<file path="src/rtl/dice_pkg.sv">
// Shared dice display constants: segment patterns, face type, decoder states.
// seg_to_face() maps an active-low a..g pattern to 1..6, or 0 if not a face.
package dice_pkg;

   typedef logic [2:0] face_t;

   typedef enum logic [1:0] {
      BLANK   = 2'd0,
      SETTLE  = 2'd1,
      HELD    = 2'd2,
      ILLEGAL = 2'd3
   } seg_state_e;

   // active-low, bit6=a .. bit0=g
   localparam logic [6:0] SEG_1     = 7'b1001111;
   localparam logic [6:0] SEG_2     = 7'b0010010;
   localparam logic [6:0] SEG_3     = 7'b0000110;
   localparam logic [6:0] SEG_4     = 7'b1001100;
   localparam logic [6:0] SEG_5     = 7'b0100100;
   localparam logic [6:0] SEG_6     = 7'b0100000;
   localparam logic [6:0] SEG_BLANK = 7'b1111111;

   function automatic face_t seg_to_face(input logic [6:0] seg);
      face_t f;
      case (seg)
         SEG_1:   f = 3'd1;
         SEG_2:   f = 3'd2;
         SEG_3:   f = 3'd3;
         SEG_4:   f = 3'd4;
         SEG_5:   f = 3'd5;
         SEG_6:   f = 3'd6;
         default: f = 3'd0;
      endcase
      return f;
   endfunction

endpackage

</file>
<file path="src/rtl/dice_seg_decoder_if.sv">
// Bus between the dice segment decoder and its user.
// master: drives seg_in/err_clr/hist_sel/hist_clr; slave: drives face/face_valid/err_illegal/hist_data.
interface dice_seg_decoder_if #(
   parameter int COUNT_W = 16
);
   import dice_pkg::*;

   logic [6:0]         seg_in;
   face_t              face;
   logic               face_valid;
   logic               err_illegal;
   logic               err_clr;
   logic [2:0]         hist_sel;
   logic [COUNT_W-1:0] hist_data;
   logic               hist_clr;

   modport master (
      output seg_in, err_clr, hist_sel, hist_clr,
      input  face, face_valid, err_illegal, hist_data
   );

   modport slave (
      input  seg_in, err_clr, hist_sel, hist_clr,
      output face, face_valid, err_illegal, hist_data
   );

endinterface

</file>
<file path="src/rtl/dice_hist_bank.sv">
// Six saturating roll counters (faces 1..6) with global clear and registered read.
// Ports: clk, rst_n, i_clr, i_inc, i_idx (face to bump), i_sel (read index), o_data.
module dice_hist_bank
   import dice_pkg::*;
#(
   parameter int COUNT_W = 16
) (
   input  logic               clk,
   input  logic               rst_n,
   input  logic               i_clr,
   input  logic               i_inc,
   input  face_t              i_idx,
   input  face_t              i_sel,
   output logic [COUNT_W-1:0] o_data
);

   logic [COUNT_W-1:0] r_cnt [6];
   logic [COUNT_W-1:0] r_data;
   logic [COUNT_W-1:0] w_rd;

   for (genvar g = 0; g < 6; g++) begin : g_cnt
      logic w_hit;
      assign w_hit = i_inc && (i_idx == face_t'(g + 1));

      // clear beats a same-cycle increment
      always_ff @(posedge clk or negedge rst_n) begin
         if (!rst_n) begin
            r_cnt[g] <= '0;
         end else if (i_clr) begin
            r_cnt[g] <= '0;
         end else if (w_hit && (r_cnt[g] != '1)) begin
            r_cnt[g] <= r_cnt[g] + 1'b1;
         end
      end
   end

   always_comb begin
      w_rd = '0;
      case (i_sel)
         3'd1:    w_rd = r_cnt[0];
         3'd2:    w_rd = r_cnt[1];
         3'd3:    w_rd = r_cnt[2];
         3'd4:    w_rd = r_cnt[3];
         3'd5:    w_rd = r_cnt[4];
         3'd6:    w_rd = r_cnt[5];
         default: w_rd = '0;
      endcase
   end

   always_ff @(posedge clk or negedge rst_n) begin
      if (!rst_n) begin
         r_data <= '0;
      end else begin
         r_data <= w_rd;
      end
   end

   assign o_data = r_data;

endmodule

</file>
<file path="src/rtl/dice_seg_decoder.sv">
// Decodes the dice core's active-low segment bus back to a face, reports settled rolls once,
// flags illegal patterns and keeps a roll histogram. Ports: clk, rst_n, bus (slave side).
module dice_seg_decoder
   import dice_pkg::*;
#(
   parameter int STABLE_CYCLES = 16,
   parameter int COUNT_W       = 16
) (
   input  logic                clk,
   input  logic                rst_n,
   dice_seg_decoder_if.slave   bus
);

   localparam int              CNT_W   = $clog2(STABLE_CYCLES);
   localparam logic [CNT_W-1:0] CNT_MAX = CNT_W'(STABLE_CYCLES - 1);

   localparam logic [1:0] ST_BLANK   = 2'(BLANK);
   localparam logic [1:0] ST_SETTLE  = 2'(SETTLE);
   localparam logic [1:0] ST_HELD    = 2'(HELD);
   localparam logic [1:0] ST_ILLEGAL = 2'(ILLEGAL);

   logic [6:0]       r_sync1;
   logic [6:0]       r_sync2;
   logic [6:0]       r_prev;
   logic [CNT_W-1:0] r_cnt;
   logic             r_reported;
   logic [1:0]       r_state;
   face_t            r_face;
   logic             r_fv;
   logic             r_err;

   logic [6:0]       w_s;
   logic             w_chg;
   face_t            w_face;
   logic             w_blank;
   logic             w_illegal;
   logic [1:0]       w_nstate;
   logic             w_report;
   logic             w_set_err;

   assign w_s       = r_sync2;
   assign w_chg     = (w_s != r_prev);
   assign w_face    = seg_to_face(w_s);
   assign w_blank   = (w_s == SEG_BLANK);
   assign w_illegal = (w_face == 3'd0) && !w_blank;

   always_ff @(posedge clk or negedge rst_n) begin
      if (!rst_n) begin
         r_sync1 <= SEG_BLANK;
         r_sync2 <= SEG_BLANK;
         r_prev  <= SEG_BLANK;
      end else begin
         r_sync1 <= bus.seg_in;
         r_sync2 <= r_sync1;
         r_prev  <= w_s;
      end
   end

   // any change restarts the episode; the count saturates once settled
   always_ff @(posedge clk or negedge rst_n) begin
      if (!rst_n) begin
         r_cnt      <= '0;
         r_reported <= 1'b0;
      end else if (w_chg) begin
         r_cnt      <= '0;
         r_reported <= 1'b0;
      end else begin
         if (r_cnt != CNT_MAX) begin
            r_cnt <= r_cnt + 1'b1;
         end
         if (w_report) begin
            r_reported <= 1'b1;
         end
      end
   end

   always_comb begin
      w_nstate  = r_state;
      w_report  = 1'b0;
      w_set_err = 1'b0;
      if (w_chg) begin
         w_nstate = w_blank ? ST_BLANK : ST_SETTLE;
      end else if ((r_state == ST_SETTLE) && (r_cnt == CNT_MAX)) begin
         unique case (1'b1)
            w_blank: begin
               w_nstate = ST_BLANK;
            end
            w_illegal: begin
               w_nstate  = ST_ILLEGAL;
               w_set_err = 1'b1;
            end
            default: begin
               if (!r_reported) begin
                  w_nstate = ST_HELD;
                  w_report = 1'b1;
               end
            end
         endcase
      end
   end

   always_ff @(posedge clk or negedge rst_n) begin
      if (!rst_n) begin
         r_state <= ST_BLANK;
         r_face  <= 3'd0;
         r_fv    <= 1'b0;
         r_err   <= 1'b0;
      end else begin
         r_state <= w_nstate;
         r_fv    <= w_report;
         if (w_report) begin
            r_face <= w_face;
         end
         // a fresh detection wins over a same-cycle clear
         if (w_set_err) begin
            r_err <= 1'b1;
         end else if (bus.err_clr) begin
            r_err <= 1'b0;
         end
      end
   end

   // counter bump lands on the edge closing the face_valid cycle,
   // so a hist_clr held during that cycle swallows it
   dice_hist_bank #(
      .COUNT_W (COUNT_W)
   ) u_hist (
      .clk    (clk),
      .rst_n  (rst_n),
      .i_clr  (bus.hist_clr),
      .i_inc  (r_fv),
      .i_idx  (r_face),
      .i_sel  (bus.hist_sel),
      .o_data (bus.hist_data)
   );

   assign bus.face        = r_face;
   assign bus.face_valid  = r_fv;
   assign bus.err_illegal = r_err;

endmodule

</file>
<file path="src/flat_wrapper.sv">
// flat-port wrapper written by rule: the top's interface ports become plain ports
module dice_seg_decoder_flat import dice_pkg::*;
#(
   parameter int STABLE_CYCLES = 16,
   parameter int COUNT_W       = 16
)
  (clk, rst_n, bus_seg_in, bus_err_clr, bus_hist_sel, bus_hist_clr, bus_face, bus_face_valid, bus_err_illegal, bus_hist_data);
  dice_seg_decoder_if #(.COUNT_W(COUNT_W)) bus_i ();
  input  logic clk;
  input  logic rst_n;
  input wire logic [$bits(bus_i.seg_in)-1:0] bus_seg_in;
  input wire logic [$bits(bus_i.err_clr)-1:0] bus_err_clr;
  input wire logic [$bits(bus_i.hist_sel)-1:0] bus_hist_sel;
  input wire logic [$bits(bus_i.hist_clr)-1:0] bus_hist_clr;
  output wire logic [$bits(bus_i.face)-1:0] bus_face;
  output wire logic [$bits(bus_i.face_valid)-1:0] bus_face_valid;
  output wire logic [$bits(bus_i.err_illegal)-1:0] bus_err_illegal;
  output wire logic [$bits(bus_i.hist_data)-1:0] bus_hist_data;
  assign bus_i.seg_in = bus_seg_in;
  assign bus_i.err_clr = bus_err_clr;
  assign bus_i.hist_sel = bus_hist_sel;
  assign bus_i.hist_clr = bus_hist_clr;
  assign bus_face = bus_i.face;
  assign bus_face_valid = bus_i.face_valid;
  assign bus_err_illegal = bus_i.err_illegal;
  assign bus_hist_data = bus_i.hist_data;
  dice_seg_decoder #(.STABLE_CYCLES(STABLE_CYCLES), .COUNT_W(COUNT_W)) u_core (.clk(clk), .rst_n(rst_n), .bus(bus_i));
endmodule
</file>
<file path="config.mk">
export PLATFORM = sky130hd
export DESIGN_NAME = dice_seg_decoder_flat
export DESIGN_NICKNAME = d
export VERILOG_FILES = /design/src/rtl/dice_pkg.sv /design/src/rtl/dice_seg_decoder_if.sv /design/src/rtl/dice_hist_bank.sv /design/src/rtl/dice_seg_decoder.sv /design/src/flat_wrapper.sv
export SDC_FILE = /design/constraint.sdc
export NUM_CORES = 1
export LEC_CHECK = 0
export CORE_AREA = 5 5 130 132
export CTS_CLUSTER_DIAMETER = 100
export DETAILED_ROUTE_END_ITERATION = 7
export DIE_AREA = 0 0 135 137
export PLACE_DENSITY = 0.74
export SETUP_SLACK_MARGIN = 0.1
export SLEW_MARGIN = 25
export SYNTH_ARGS = -nofsm -noshare
export SYNTH_HDL_FRONTEND = slang
export SYNTH_SLANG_ARGS = --single-unit
</file>
<file path="constraint.sdc">
create_clock -name clk -period 2.3 [get_ports clk]
set_input_delay 0.345 -clock clk [delete_from_list [all_inputs] [get_ports clk]]
set_output_delay 0.345 -clock clk [all_outputs]
set_load 0.01 [all_outputs]
</file>
Word-level counts from Yosys, hierarchy flattened:

Cells that the tools add are included.

* bits in registers: 145
* latch bits: 0
* RAM bits: 0
* ROM bits: 0
* output and inout bits: 21
* word-level logic and storage cells: 113
* memories: 0

* add/sub/neg operators: 7
* $mul: 0
* div/mod/pow operators: 0
* $lt $le $gt $ge: 0
* eq/ne operators: 30
* shift operators: 0
* mux-type cells: 32
* bitwise operators: 0
* reduce and logical (&&, ||, !) cells: 28

Operator list (number)
* $mux W16: 12
* $add A16 B1 Y16 const B: 6
* $ne A16 B16 Y1 const B: 6
* $pmux W16 S6: 1
* $eq A7 B7 Y1 const B: 3
* $reduce_bool A2 Y1: 10
* $eq A3 B3 Y1 const B: 6
* $pmux W3 S6: 1
* $eq A7 B6 Y1 const B: 2
* $logic_and A1 B1 Y1: 14
* $eq A3 B2 Y1 const B: 4
* $mux W1: 12
* $mux W4: 2
* $ne A4 B4 Y1 const B: 2
* $eq A7 B3 Y1 const B: 1
* $eq A7 B5 Y1 const B: 1
* $ne A7 B7 Y1: 1
* $eq A3 B1 Y1 const B: 2
* $mux W2: 3
* $add A4 B1 Y4 const B: 1
* $eq A4 B4 Y1 const B: 1
* $pmux W2 S2: 1
* $logic_not A3 Y1: 1
* $eq A2 B1 Y1 const B: 1
* 3 further kinds: 3

Depth between registers and ports, before layout:

* depth after elaboration: 10
* mapped depth: 7
* depth with buffers taken out: 6

Cells and area by module:

Synthesis repeated with hierarchy kept, for this count alone.

* cell total of the unflattened synthesis: 820
* area total of the unflattened synthesis: 7956.4 µm²

Modules (own cells, without submodules)
* dice_hist_bank: instances 1, cells each 724, area each 6627.6 µm², seq. area each 2802.7 µm²
* dice_seg_decoder: instances 1, cells each 96, area each 1328.8 µm², seq. area each 852.1 µm²

Least setup slack after synthesis:

OpenSTA, ideal clock, no wires.

* kind: register to register
* start: reg u_core.r_sync2[2]
* end: reg u_core.r_face[0], in the netlist u_core.bus.face[0]
* library setup time: 125 ps
* data arrival time: 1831 ps
* required time: 2175 ps
* slack: 344 ps
* stages on the path, launching flop included: 7
* buffers on the path: 1
* clock period less this slack: 1956 ps
* path through: dfstp_2 buf_2 nor4bb_1 and3_1 a211o_2 nor4b_4 mux2_4

* longest elaborated chain between the ends: 8
* elaborated cells between the ends (all ways): 16

Ends and longest elaborated chain
* start, declared: RTL line dice_seg_decoder.sv:23 `logic [6:0] r_sync2;`
* start signal, assigned: RTL line dice_seg_decoder.sv:54 `r_sync2 <= r_sync1;`
* $eq A7 B6 Y1, or another cell as far along: RTL line dice_pkg.sv:25 `case (seg)`
* $pmux W3 S6: RTL line dice_pkg.sv:25
* $logic_not A3 Y1: RTL line dice_seg_decoder.sv:45 `assign w_illegal = (w_face == 3'd0) && !w_blank;`
* $logic_and A1 B1 Y1: RTL line dice_seg_decoder.sv:45
* $reduce_or A2 Y1 (no line)
* $mux W1: RTL line dice_seg_decoder.sv:84 `unique case (1'b1)`
* $mux W1: RTL line dice_seg_decoder.sv:83 `end else if ((r_state == ST_SETTLE) && (r_cnt == CNT_MAX)) begin`
* $mux W1 *: RTL line dice_seg_decoder.sv:81 `if (w_chg) begin`
* named net u_core.w_report: RTL line dice_seg_decoder.sv:38 `logic w_report;`
* end signal, assigned: RTL line dice_seg_decoder.sv:112 `r_face <= w_face;`
* end, declared: RTL line dice_seg_decoder.sv:28 `face_t r_face;`

The timed path passes the listed nets; every way through them passes the cells marked *.
A chain may end at the register's enable or synchronous reset.

Final worst setup path:

Ends and elaborated chain as after synthesis.

==> impl_results.md <==
* Run status: finished clean
* Met2 Resource Use GR at roughly a third
* Share of layout cells above drive strength 1 at 12.93%
* Starting Density at between 40% and 50%
* Die width at approximately 140 um
* Max-cap violations at 0
* Crit end category: flip-flop
* DIE AREA at approximately 0.018 mm2
* GRT busiest layer: met2
* FILL cells at ~1300
* Final nets at 843
* DR WL/cell at ~18 um
* Worst-path fanout max at 5
* Post-synthesis async set-or-reset flop share at 100.0%
* CTS tree: yes
* IO Pins at 35
* Clock Skews at approximately 0.0065 ns
* Critical Path AT at approximately 2.4 ns
* Worst relative slew slack at 48.73%
* Syn avg cell area at 9.935 um2
* Core area at 0.01560 mm2
* Number of global-route vias before repair at roughly 5700
* Mux share of post-synthesis cell area at under 10%
* Unrepaired setup endpoints after global routing: false
* Met3 usage at ~5%
* Netlist cell types at 66
* Final Cycle Share at about nine tenths
* Peak VDD IR at about 0.00059 V
* Final setup TNS at 0 ns
* Number of buffers created by CTS at 17
* #FFs+latches synth at roughly 150
* Actual slew at the worst max-slew pin at roughly 0.77 ns
* Area share of fa/ha/maj cells after synthesis at under 10%
* First-pass GRT wire length at around 30 mm
* IO buf count at 34
* Row count at 46
* Reg clk slew, reported paths at ~0.060 ns
* Final HPWL DP at approximately 13 mm
* Post-synth EDFFs at 0
* Clock Tree Root: clkbuf_16
* Largest net degree at the start of global routing at 46
* Cells after synthesis at between 700 and 800
* # setup viols final at 0
* Vias per inst at around 5.9
* GR Util met1 at around 28%
* Most common cell after layout, fill and taps aside: dfrtp_1
* GPL Wtd Cong at ~0.90
* Clock Path Buffers at 2
* Compound-Gate Fraction of Synth Area at between 10% and 20%
* Fmax at approximately 0.48 GHz
* Drt initial violations at between 500 and 600
* DRC Markers at 0
* Post-synth top flop: dfrtp_1
* Layout Utilization at 57.67%
* Commonest cells after routing, fill and taps aside: dfrtp_1, nor2_1, xor2_1, nand4_1
* Post-synth top area share at about two fifths
* Largest family of logic cells by synthesized area: simple AND/OR/NAND/NOR gates
* Syn Std Cell Area at ~0.0076 mm2
* Syn_nets at a little under 800
* Power Density at between 600 and 700 mW/mm2
* Worst slack at placement at roughly 0.063 ns
* YS warnings at 0
* Post-Synth Simple-Gate Area at between 20 and 25%
* Critical Path Source Type: flip-flop
* H-tree lvl count at 4
* CTS sink cnt at around 150
* Total Wirelength at 18.63 mm
* Post-synthesis sequential area ratio at a little under half
* Layout Area Growth over Synthesis at 17.58%
* Crit path time final at about 2.1 ns
* Initial antenna violation count at 0
* ANT cells at 0
* CP Data Required Time at between 2 and 3 ns
* Dominant cell type by area after synthesis: dfrtp_1
* Final hold vios at 0
* Via count at roughly 6200
* Final worst setup slack at roughly 0.21 ns
* Die Height at 137 um
* Worst skew pair latency at between 0.4 and 0.5 ns
* Placed Area at 0.008358 mm2
* XOR/XNOR Fraction of Synth Area at a little under a tenth
* First-pass DRT Iterations at 5
* Antenna Nets Post-Route at 0
* Total grt overflow at 0
* Final Max Tran Viols at 0
* Pleak at approximately 3.7 nW
* Kind of critical path: flip-flop to flip-flop
* Post-route cell area at 0.008995 mm2
* Worst Hold Class: input pin to flip-flop
* Largest cells by area after synthesis: dfrtp_1, dfstp_2, xor2_1, nor2_1, xnor2_1
* GRT Total Usage at approximately a fifth
path summary, 6_finish.rpt:
kind | from | end | slack (ns) | cells past startpoint
max | u_core.r_sync2[2]$_DFF_PN1_ | u_core.bus.face[0]$_DFFE_PN0P_ | 0.21 | 6
min | bus_seg_in[2] | u_core.r_sync1[2]$_DFF_PN1_ | 0.32 | 1
max reg2reg | u_core.r_sync2[2]$_DFF_PN1_ | u_core.bus.face[0]$_DFFE_PN0P_ | 0.21 | 6
min reg2reg | u_core.r_sync1[1]$_DFF_PN1_ | u_core.r_sync2[1]$_DFF_PN1_ | 0.35 | 0
max in group asynchronous | rst_n | u_core.u_hist.r_cnt[47]$_DFFE_PN0P_ | 1.24 | 3
min in group asynchronous | rst_n | u_core.u_hist.r_cnt[30]$_DFFE_PN0P_ | 0.39 | 2
report_power, final:
part | total [W] | leakage, nW | switching [W] | internal, W
logic | 0.000259 | 1.46 | 0.000158 | 0.000101
clock network | 0.00262 | 0.272 | 0.00106 | 0.00156
registers | 0.00262 | 1.93 | 0.0000209 | 0.00260
layout make-up:
type / count / area [um2] / share of cell area (%)
clock buffers: 24 / 514.2 / 5.717
well taps: 216 / 270.3 / 3.005
multi-input cells: 577 / 3822 / 42.50
repair buffers: 68 / 631.9 / 7.025
clock inverters: 8 / 51.30 / 0.5703
inverters: 13 / 48.80 / 0.5425
flip-flops and latches: 145 / 3656 / 40.65
synthesized netlist by cell type, drive strengths merged, types with 11 or more instances:
library cell,number
a221oi,18
nor2,117
nand4,33
dfrtp,124
buf,11
dfstp,21
mux2i,21
mux2,12
clkbuf,24
o21ai,22
nand3,33
xnor2,28
xor2,51
nand2,32
inv,12
and4,14
a21oi,30
and3,17
nor3,24
kinds of logic (layout without fill, tap and decap cells):
| kind of cell | after synthesis | count (layout) |
|---|---|---|
| AOI/OAI and AO/OA | 132 | 132 |
| xor gates and xnor gates | 79 | 79 |
| adders and majority gates | 7 | 7 |
| buffers and inverters | 48 | 113 |
| DFF | 145 | 145 |
| muxes | 33 | 33 |
| and+or+nand+nor | 326 | 326 |
flip-flops by register name (all words and copies together), names as in the netlist:
name	count
u_core.r_state	2
u_core.r_reported	1
u_core.r_cnt	4
u_core.u_hist.o_data	16
u_core.bus.face	3
u_core.r_sync1	7
u_core.u_hist.r_cnt	96
u_core.r_prev	7
u_core.bus.err_illegal	1
u_core.bus.face_valid	1
u_core.r_sync2	7
worst max-delay path, stage by stage (launching register included):
cell and delay [ns]:
dfstp_2 0.54, buf_4 0.14, nor4bb_1 0.28, and3_1 0.21
a211o_2 0.15, nor4b_4 0.31, mux2_4 0.33
timing repair:
| action | in CTS | in global routing |
|---|---|---|
| pin swaps | 0 | 3 |
| setup buffers | 0 | 6 |
| hold endpoints to repair | 37 | 0 |
| setup endpoints to repair | 1 | 4 |
| gates resized for setup | 1 | 3 |
| gates cloned | 0 | 0 |
| hold buffers | 1 | 0 |
per-layer routing:
| metal | up-vias | wire, um |
|---|---|---|
| met1 | 2996 | 8249 |
| met5 | - | 0 |
| li1 | 2933 | - |
| met4 | 0 | 367 |
| met2 | 209 | 8911 |
| met3 | 33 | 1097 |
metrics by stage:
step / hold WS (ns) / power (W) / instances
floorplan: 0.04941 / 0.002770 / 770
global placement: 0.2931 / 0.002913 / 1012
detailed placement: 0.2953 / 0.002917 / 1012
CTS: 0.3053 / 0.005540 / 1045
global route: 0.3047 / 0.005697 / 1051
finish: 0.3179 / 0.005497 / 1051
(Power assumes the default switching activity.)
